[src/rtl/wishbone_arbiter_pkg.sv]
// wishbone_arbiter_pkg
//   Shared definitions for the Wishbone round-robin arbiter:
//   - eWishboneArbiterState : arbiter FSM encoding (Idle / Busy)
//   - WISHBONE_ARBITER_TIMEOUT_DAT : read data returned on a forced timeout
//   - Flat bit layout of the Wishbone request/response words used on ports:
//       iWishbone_Ctrl (14 bits) = {stb[13], we[12], adr[11:8], dat[7:0]}
//       iWishbone_Peri ( 9 bits) = {ack[8], dat[7:0]}
//     Multi-port buses pack port i at bits [i*W +: W].
package wishbone_arbiter_pkg;

    typedef enum logic {
        eWishboneArbiter_Idle = 1'b0,
        eWishboneArbiter_Busy = 1'b1
    } eWishboneArbiterState;

    localparam logic [7:0] WISHBONE_ARBITER_TIMEOUT_DAT = 8'hFF;

    localparam int WB_CTRL_W  = 14;  // full controller request word
    localparam int WB_PERI_W  = 9;   // full peripheral response word
    localparam int WB_REQ_W   = 13;  // request payload without stb: {we, adr, dat}
    localparam int WB_STB_BIT = 13;
    localparam int WB_ACK_BIT = 8;
    localparam int WB_DAT_W   = 8;

endpackage

[src/rtl/wishbone_rr_pick.sv]
// wishbone_rr_pick
//   Combinational round-robin picker. Returns the first set bit of
//   `pending` found when searching upward from `ptr`, wrapping modulo N_CTRL.
// Ports:
//   pending [N_CTRL-1:0]        : request vector
//   ptr     [$clog2(N_CTRL)-1:0]: index with highest priority this decision
//   valid                       : at least one request is pending
//   idx     [$clog2(N_CTRL)-1:0]: chosen index (0 when valid is low)
module wishbone_rr_pick
    import wishbone_arbiter_pkg::*;
#(
    parameter int N_CTRL = 2
) (
    input  logic [N_CTRL-1:0]         pending,
    input  logic [$clog2(N_CTRL)-1:0] ptr,
    output logic                      valid,
    output logic [$clog2(N_CTRL)-1:0] idx
);

    localparam int GW = $clog2(N_CTRL);

    logic [GW:0] cand;

    always_comb begin
        valid = 1'b0;
        idx   = '0;
        cand  = '0;
        // Walk from the farthest candidate back towards ptr; the last hit is
        // the one nearest to ptr, which is the round-robin winner.
        for (int k = N_CTRL - 1; k >= 0; k--) begin
            cand = {1'b0, ptr} + (GW + 1)'(k);
            if (cand >= (GW + 1)'(N_CTRL)) begin
                cand = cand - (GW + 1)'(N_CTRL);
            end
            if (pending[cand[GW-1:0]]) begin
                valid = 1'b1;
                idx   = cand[GW-1:0];
            end
        end
    end

endmodule

[src/rtl/wishbone_arbiter.sv]
// wishbone_arbiter
//   Round-robin arbiter sharing one Wishbone peripheral port between
//   N_CTRL (2..4) controllers. Each controller's stb pulse is captured into
//   a per-port pending slot; slots are granted in rotating order with one
//   transaction outstanding at the peripheral at a time.
//
// Handshake: a controller issues a one-cycle stb carrying we/adr/dat and
//   must not issue another until it has seen its one-cycle ack; an stb to a
//   still-pending slot is dropped. The arbiter issues a one-cycle stb to the
//   peripheral and waits for a one-cycle ack (read data on dat); that ack is
//   returned, registered, to the granted controller only.
//
// Ports:
//   clk, rst   : clock, synchronous active-high reset
//   wb_ctrl_c  : N_CTRL x 14-bit requests from controllers
//   wb_ctrl_p  : N_CTRL x 9-bit responses to controllers
//   wb_c       : 14-bit request to the shared peripheral
//   wb_p       : 9-bit response from the shared peripheral
//   grant      : index of the controller last granted
//   busy       : transaction outstanding (stb cycle through response ack cycle)
//   state_dbg  : FSM state (0 = Idle, 1 = Busy)
//
// Configuration:
//   WISHBONE_ARBITER_TIMEOUT_EN : when defined, an 8-bit counter forces
//   completion with dat = 8'hFF after TIMEOUT cycles in Busy without ack.
module wishbone_arbiter
    import wishbone_arbiter_pkg::*;
#(
    parameter int N_CTRL  = 2,
    parameter int TIMEOUT = 255
) (
    input  logic                          clk,
    input  logic                          rst,
    input  logic [N_CTRL*WB_CTRL_W-1:0]   wb_ctrl_c,
    output logic [N_CTRL*WB_PERI_W-1:0]   wb_ctrl_p,
    output logic [WB_CTRL_W-1:0]          wb_c,
    input  logic [WB_PERI_W-1:0]          wb_p,
    output logic [$clog2(N_CTRL)-1:0]     grant,
    output logic                          busy,
    output logic                          state_dbg
);

    localparam int GW = $clog2(N_CTRL);

    if (N_CTRL < 2 || N_CTRL > 4 || TIMEOUT < 1 || TIMEOUT > 255) begin : g_param_check
        $error("wishbone_arbiter: N_CTRL must be 2..4 and TIMEOUT 1..255");
    end

    eWishboneArbiterState state;
    logic [GW-1:0]        ptr;
    logic [N_CTRL-1:0]    pending;
    logic [N_CTRL-1:0]    req_stb;
    logic [N_CTRL-1:0]    slot_clr;
    logic [N_CTRL-1:0]    slot_set;
    logic [WB_REQ_W-1:0]  slot_req [N_CTRL];
    logic                 pick_valid;
    logic [GW-1:0]        pick_idx;
    logic                 timeout_hit;
    logic                 rsp_fire;
    logic [WB_DAT_W-1:0]  rsp_dat;

    assign state_dbg = (state == eWishboneArbiter_Busy);

`ifdef WISHBONE_ARBITER_TIMEOUT_EN
    logic [7:0] to_cnt;
    assign timeout_hit = (to_cnt == 8'(TIMEOUT));
`else
    assign timeout_hit = 1'b0;
`endif

    // A real ack wins over a coincident timeout and delivers its own data.
    assign rsp_fire = (state == eWishboneArbiter_Busy) && (wb_p[WB_ACK_BIT] || timeout_hit);
    assign rsp_dat  = wb_p[WB_ACK_BIT] ? wb_p[WB_DAT_W-1:0] : WISHBONE_ARBITER_TIMEOUT_DAT;

    always_comb begin
        req_stb  = '0;
        slot_clr = '0;
        slot_set = '0;
        for (int i = 0; i < N_CTRL; i++) begin
            req_stb[i]  = wb_ctrl_c[i*WB_CTRL_W + WB_STB_BIT];
            slot_clr[i] = rsp_fire && (int'(grant) == i);
            // A slot being acked this cycle is free again, so an stb from
            // that same controller is accepted rather than dropped.
            slot_set[i] = req_stb[i] && (!pending[i] || slot_clr[i]);
        end
    end

    always_ff @(posedge clk) begin
        if (rst) begin
            pending <= '0;
            for (int i = 0; i < N_CTRL; i++) begin
                slot_req[i] <= '0;
            end
        end else begin
            pending <= (pending & ~slot_clr) | slot_set;
            for (int i = 0; i < N_CTRL; i++) begin
                if (slot_set[i]) begin
                    slot_req[i] <= wb_ctrl_c[i*WB_CTRL_W +: WB_REQ_W];
                end
            end
        end
    end

    // Decision uses registered pending only, so an stb arriving in the same
    // cycle as a grant waits for the next Idle cycle.
    wishbone_rr_pick #(
        .N_CTRL (N_CTRL)
    ) u_pick (
        .pending (pending),
        .ptr     (ptr),
        .valid   (pick_valid),
        .idx     (pick_idx)
    );

    always_ff @(posedge clk) begin
        if (rst) begin
            state     <= eWishboneArbiter_Idle;
            ptr       <= '0;
            grant     <= '0;
            busy      <= 1'b0;
            wb_c      <= '0;
            wb_ctrl_p <= '0;
`ifdef WISHBONE_ARBITER_TIMEOUT_EN
            to_cnt    <= '0;
`endif
        end else begin
            // stb and ack are single-cycle pulses; payload fields hold.
            wb_c[WB_STB_BIT] <= 1'b0;
            for (int i = 0; i < N_CTRL; i++) begin
                wb_ctrl_p[i*WB_PERI_W + WB_ACK_BIT] <= 1'b0;
            end

            case (state)
                eWishboneArbiter_Idle: begin
                    if (pick_valid) begin
                        wb_c  <= {1'b1, slot_req[pick_idx]};
                        grant <= pick_idx;
                        busy  <= 1'b1;
                        state <= eWishboneArbiter_Busy;
`ifdef WISHBONE_ARBITER_TIMEOUT_EN
                        to_cnt <= '0;
`endif
                    end else begin
                        busy <= 1'b0;
                    end
                end

                eWishboneArbiter_Busy: begin
                    if (rsp_fire) begin
                        for (int i = 0; i < N_CTRL; i++) begin
                            if (int'(grant) == i) begin
                                wb_ctrl_p[i*WB_PERI_W +: WB_PERI_W] <= {1'b1, rsp_dat};
                            end
                        end
                        ptr   <= (grant == GW'(N_CTRL - 1)) ? '0 : grant + GW'(1);
                        state <= eWishboneArbiter_Idle;
                        // busy stays high through the response ack cycle.
                    end
`ifdef WISHBONE_ARBITER_TIMEOUT_EN
                    else begin
                        to_cnt <= to_cnt + 8'd1;
                    end
`endif
                end

                default: state <= eWishboneArbiter_Idle;
            endcase
        end
    end

endmodule

[config.mk]
export PLATFORM = sky130hd
export DESIGN_NAME = wishbone_arbiter
export DESIGN_NICKNAME = d
export VERILOG_FILES = /design/src/rtl/wishbone_arbiter_pkg.sv /design/src/rtl/wishbone_rr_pick.sv /design/src/rtl/wishbone_arbiter.sv
export SDC_FILE = /design/constraint.sdc
export NUM_CORES = 1
export LEC_CHECK = 0
export CORE_UTILIZATION = 30
export DETAILED_ROUTE_END_ITERATION = 12
export PLACE_DENSITY = 0.57
export SLEW_MARGIN = 20
export SYNTH_ARGS = -nofsm -noshare
export SYNTH_HDL_FRONTEND = slang
export SYNTH_HIERARCHICAL = 1
export SYNTH_SLANG_ARGS = --single-unit
[constraint.sdc]
create_clock -name clk -period 2 [get_ports clk]
set_input_delay 0.2 -clock clk [delete_from_list [all_inputs] [get_ports clk]]
set_output_delay 0.2 -clock clk [all_outputs]
set_load 0.02 [all_outputs]
==> results.yml <==
worst_hold_path:
  hold_end: "wb_ctrl_p[17]$_SDFF_PP0_"
  min_path_cells: 3
  holdCritStartpoint: "rst"
  hold_class: "in2reg"
worst_setup_path:
  critical_path.startpoint_type: "flop"
  cp.arrival_ns: 1.78
  critPathMaxStageDelay_ns: 0.35
  crit_fanout: 26
  worst_r2r_endpoint: "slot_req[1][6]$_SDFFCE_PN0P_"
  path_class: "reg2reg"
  cpMaxStageDelayCell: "dfxtp_1"
  required_ns: 2.07
  reg2reg_from: "grant$_SDFFE_PP0P_"
  reg2reg_depth: 4
  r2r_setup_slack_ns: 0.30
  path_cells: "mux2_1, a222oi_1, buf_4, nor3b_1"
  endpoint_kind: "flop"
drt:
  drc: 0
  drtPass1Iterations: 4
  postRouteAntennaNets: 0
  wl_per_cell_microns: 13.6
  via_per_inst: 4.47
  drtIter0Drc: 118
  num_vias: 1855
  routed_wl_microns: 5620
sta:
  period_share_pct: 85.1
  min_period_ns: 1.70
  finalHoldViolCount: 0
  rsz0062_at_grt: "no"
  setup_tns_ns: 0
  worst_pin_slew_ns: 0.472
  slew_viol_final: 0
  relSlewSlack_pct: 68.5
  finClkSkew_ns: 0.00520
  setup_viol: 0
  max_freq_mhz: 587
synthesis:
  synthFlopType: "dfxtp_1"
  synth.most_common_cell: "dfxtp_1"
  synth_fp_nets: 269
  synth_largest_area_cell: "edfxtp_1"
  synth_top_cell_area_share_pct: 31.3
  synthArstFlopShare_pct: 0
  synth_seq_cells: 64
  synthCells: 230
  ys_top_cells_by_count: "38 x dfxtp_1, 35 x nand2_1, 26 x edfxtp_1, 26 x nor3b_1"
  syn_area_sq_um: 2490
  yosysSeqAreaShare_pct: 61.8
  synth.yosys.warnings: 6
  synth_edf_count: 26
  netlist-cell-type-count: 27
  synth_top_cells_by_area: "edfxtp_1 31%, dfxtp_1 31%, nor3b_1 7.8%"
  synth_area_per_cell_sq_um: 10.8
place:
  hpwlAfterDp_microns: 3880
  dpl-instance-area_sq_um: 3350
  dp.cells: 399
  port_buffers: 73
  globalplace.congestion: 0.761
pwr:
  power.density_nw_per_um2: 885
  peakVddDrop_mv: 0.282
  total_power_mw: 3.15
  p_leak_nw: 1.26
clock_network:
  cts_sinks: 64
  cts_tree: "done"
  clk_latency_ns: 0.34
  clk_path_buf_depth: 2
  postCtsHoldBufs: 0
  cts_resized: 0
  post_cts_buffers: 0
  cts-buffers-inserted: 9
  ctsHtreeMaxLevel: 3
  clk_pin_slew_ns: 0.07
  cts_root_buf: "clkbuf_8"
layout:
  finish.utilization_pct: 45.1
  seqCellArea_sq_um: 1540
  fin_area_sq_um: 3560
  area_growth_pct: 42.7
  drive_gt1_share_pct: 8.63
  final_nets: 347
  fill_cells: 741
  multiInputGateArea_sq_um: 850
  num_antenna_cells: 0
  finalNonFillerCells: 415
die:
  core_sq_um: 7890
  io_pins: 74
  rows: 32
  die_area_sq_um: 8680
  dieHeight_microns: 93.2
  start_util_pct: 31.6
  fp.dieW_microns: 93.2
global_routing:
  grt_pass1_wl_microns: 9030
  grt-ovfl-total: 0
  grt_pass1_vias: 1829
  grt_usage_pct: 13.9
  antenna_found_initial: 0
  grt_max_degree: 37
run:
  cap_violations: 0
run_status:
  status: "complete, no violations"
[cells by family (layout without fill, tap and decap cells)]
group / after synthesis / after routing / share of synthesized area, %
and+or+nand+nor: 92 / 92 / 18.9
muxes: 14 / 14 / 5.67
AOI/OAI and AO/OA: 38 / 38 / 9.24
DFF: 64 / 64 / 61.8
buffers and inverters: 22 / 105 / 4.32
[worst max-delay path: cells and delay by family (launching register included)]
kind                   cells  cell delay [ns]
and+or+nand+nor            1             0.09
AOI/OAI and AO/OA          1             0.31
buffers and inverters      1             0.34
DFF                        1             0.35
muxes                      1             0.34
[placed cells by master, fill, tap and decap left out, drive strengths merged, types with 11 or more instances in the layout]
| master | synthesis | final |
|---|---|---|
| clkbuf | 9 | 11 |
| edfxtp | 26 | 26 |
| buf | 10 | 14 |
| dfxtp | 38 | 38 |
| a211oi | 13 | 13 |
| clkdlybuf4s50 | 0 | 72 |
| mux2i | 13 | 13 |
| nor2 | 20 | 20 |
| a21oi | 20 | 20 |
| nor3b | 26 | 26 |
| nand2 | 35 | 35 |
[per-stage QoR]
| stage | hold WS (ns) | setup slack, ns |
|---|---|---|
| floorplan | 0.317 | 0.188 |
| global placement | 0.442 | 0.0533 |
| detailed placement | 0.446 | 0.0278 |
| CTS | 0.361 | 0.273 |
| global route | 0.398 | 0.193 |
| finish | 0.369 | 0.298 |
[metal layers]
metal | vias to the layer above | wire length [microns] | global-route usage (%)
met5 | - | 0 | 0
met2 | 40 | 2480 | 19.3
li1 | 964 | - | -
met4 | 0 | 120 | 6.92
met3 | 10 | 255 | 3.50
met1 | 841 | 2770 | 19.7
[worst max-delay path by stage]
stage,start,to,cells after the start
2_1_floorplan,state_dbg$_SDFF_PP0_,slot_req[0][0]$_SDFFCE_PN0P_,5
3_3_place_gp,wb_ctrl_c[27],slot_req[1][6]$_SDFFCE_PN0P_,5
3_5_place_dp,wb_ctrl_c[13],slot_req[1][10]$_SDFFCE_PN0P_,5
4_1_cts,grant$_SDFFE_PP0P_,slot_req[1][9]$_SDFFCE_PN0P_,4
5_1_grt,grant$_SDFFE_PP0P_,slot_req[0][9]$_SDFFCE_PN0P_,4
6_report,grant$_SDFFE_PP0P_,slot_req[1][6]$_SDFFCE_PN0P_,4
[registers in the layout (all words and copies together) (netlist names)]
signal     count
grant          1
slot_req      26
wb_ctrl_p     18
state_dbg      1
wb_c          14
pending        2
ptr            1
busy           1
[report_power, final]
| part | internal [mW] | total, mW | leakage [nW] | switching, mW |
|---|---|---|---|---|
| Clock | 0.690 | 1.16 | 0.100 | 0.469 |
| Combinational | 0.239 | 0.481 | 0.567 | 0.242 |
| Sequential | 1.46 | 1.51 | 0.591 | 0.0422 |
| Total | 2.39 | 3.15 | 1.26 | 0.753 |
[area by class of cell]
| type | instances | area share [%] |
|---|---|---|
| clock inverter | 5 | 2.01 |
| clock buffer | 11 | 3.69 |
| inverter | 3 | 0.317 |
| timing repair buffer | 86 | 23.2 |
| sequential | 64 | 43.3 |
| multi-input combinational | 144 | 23.9 |
| tap | 102 | 3.59 |
Note: power is estimated with default switching activity, not from simulation.
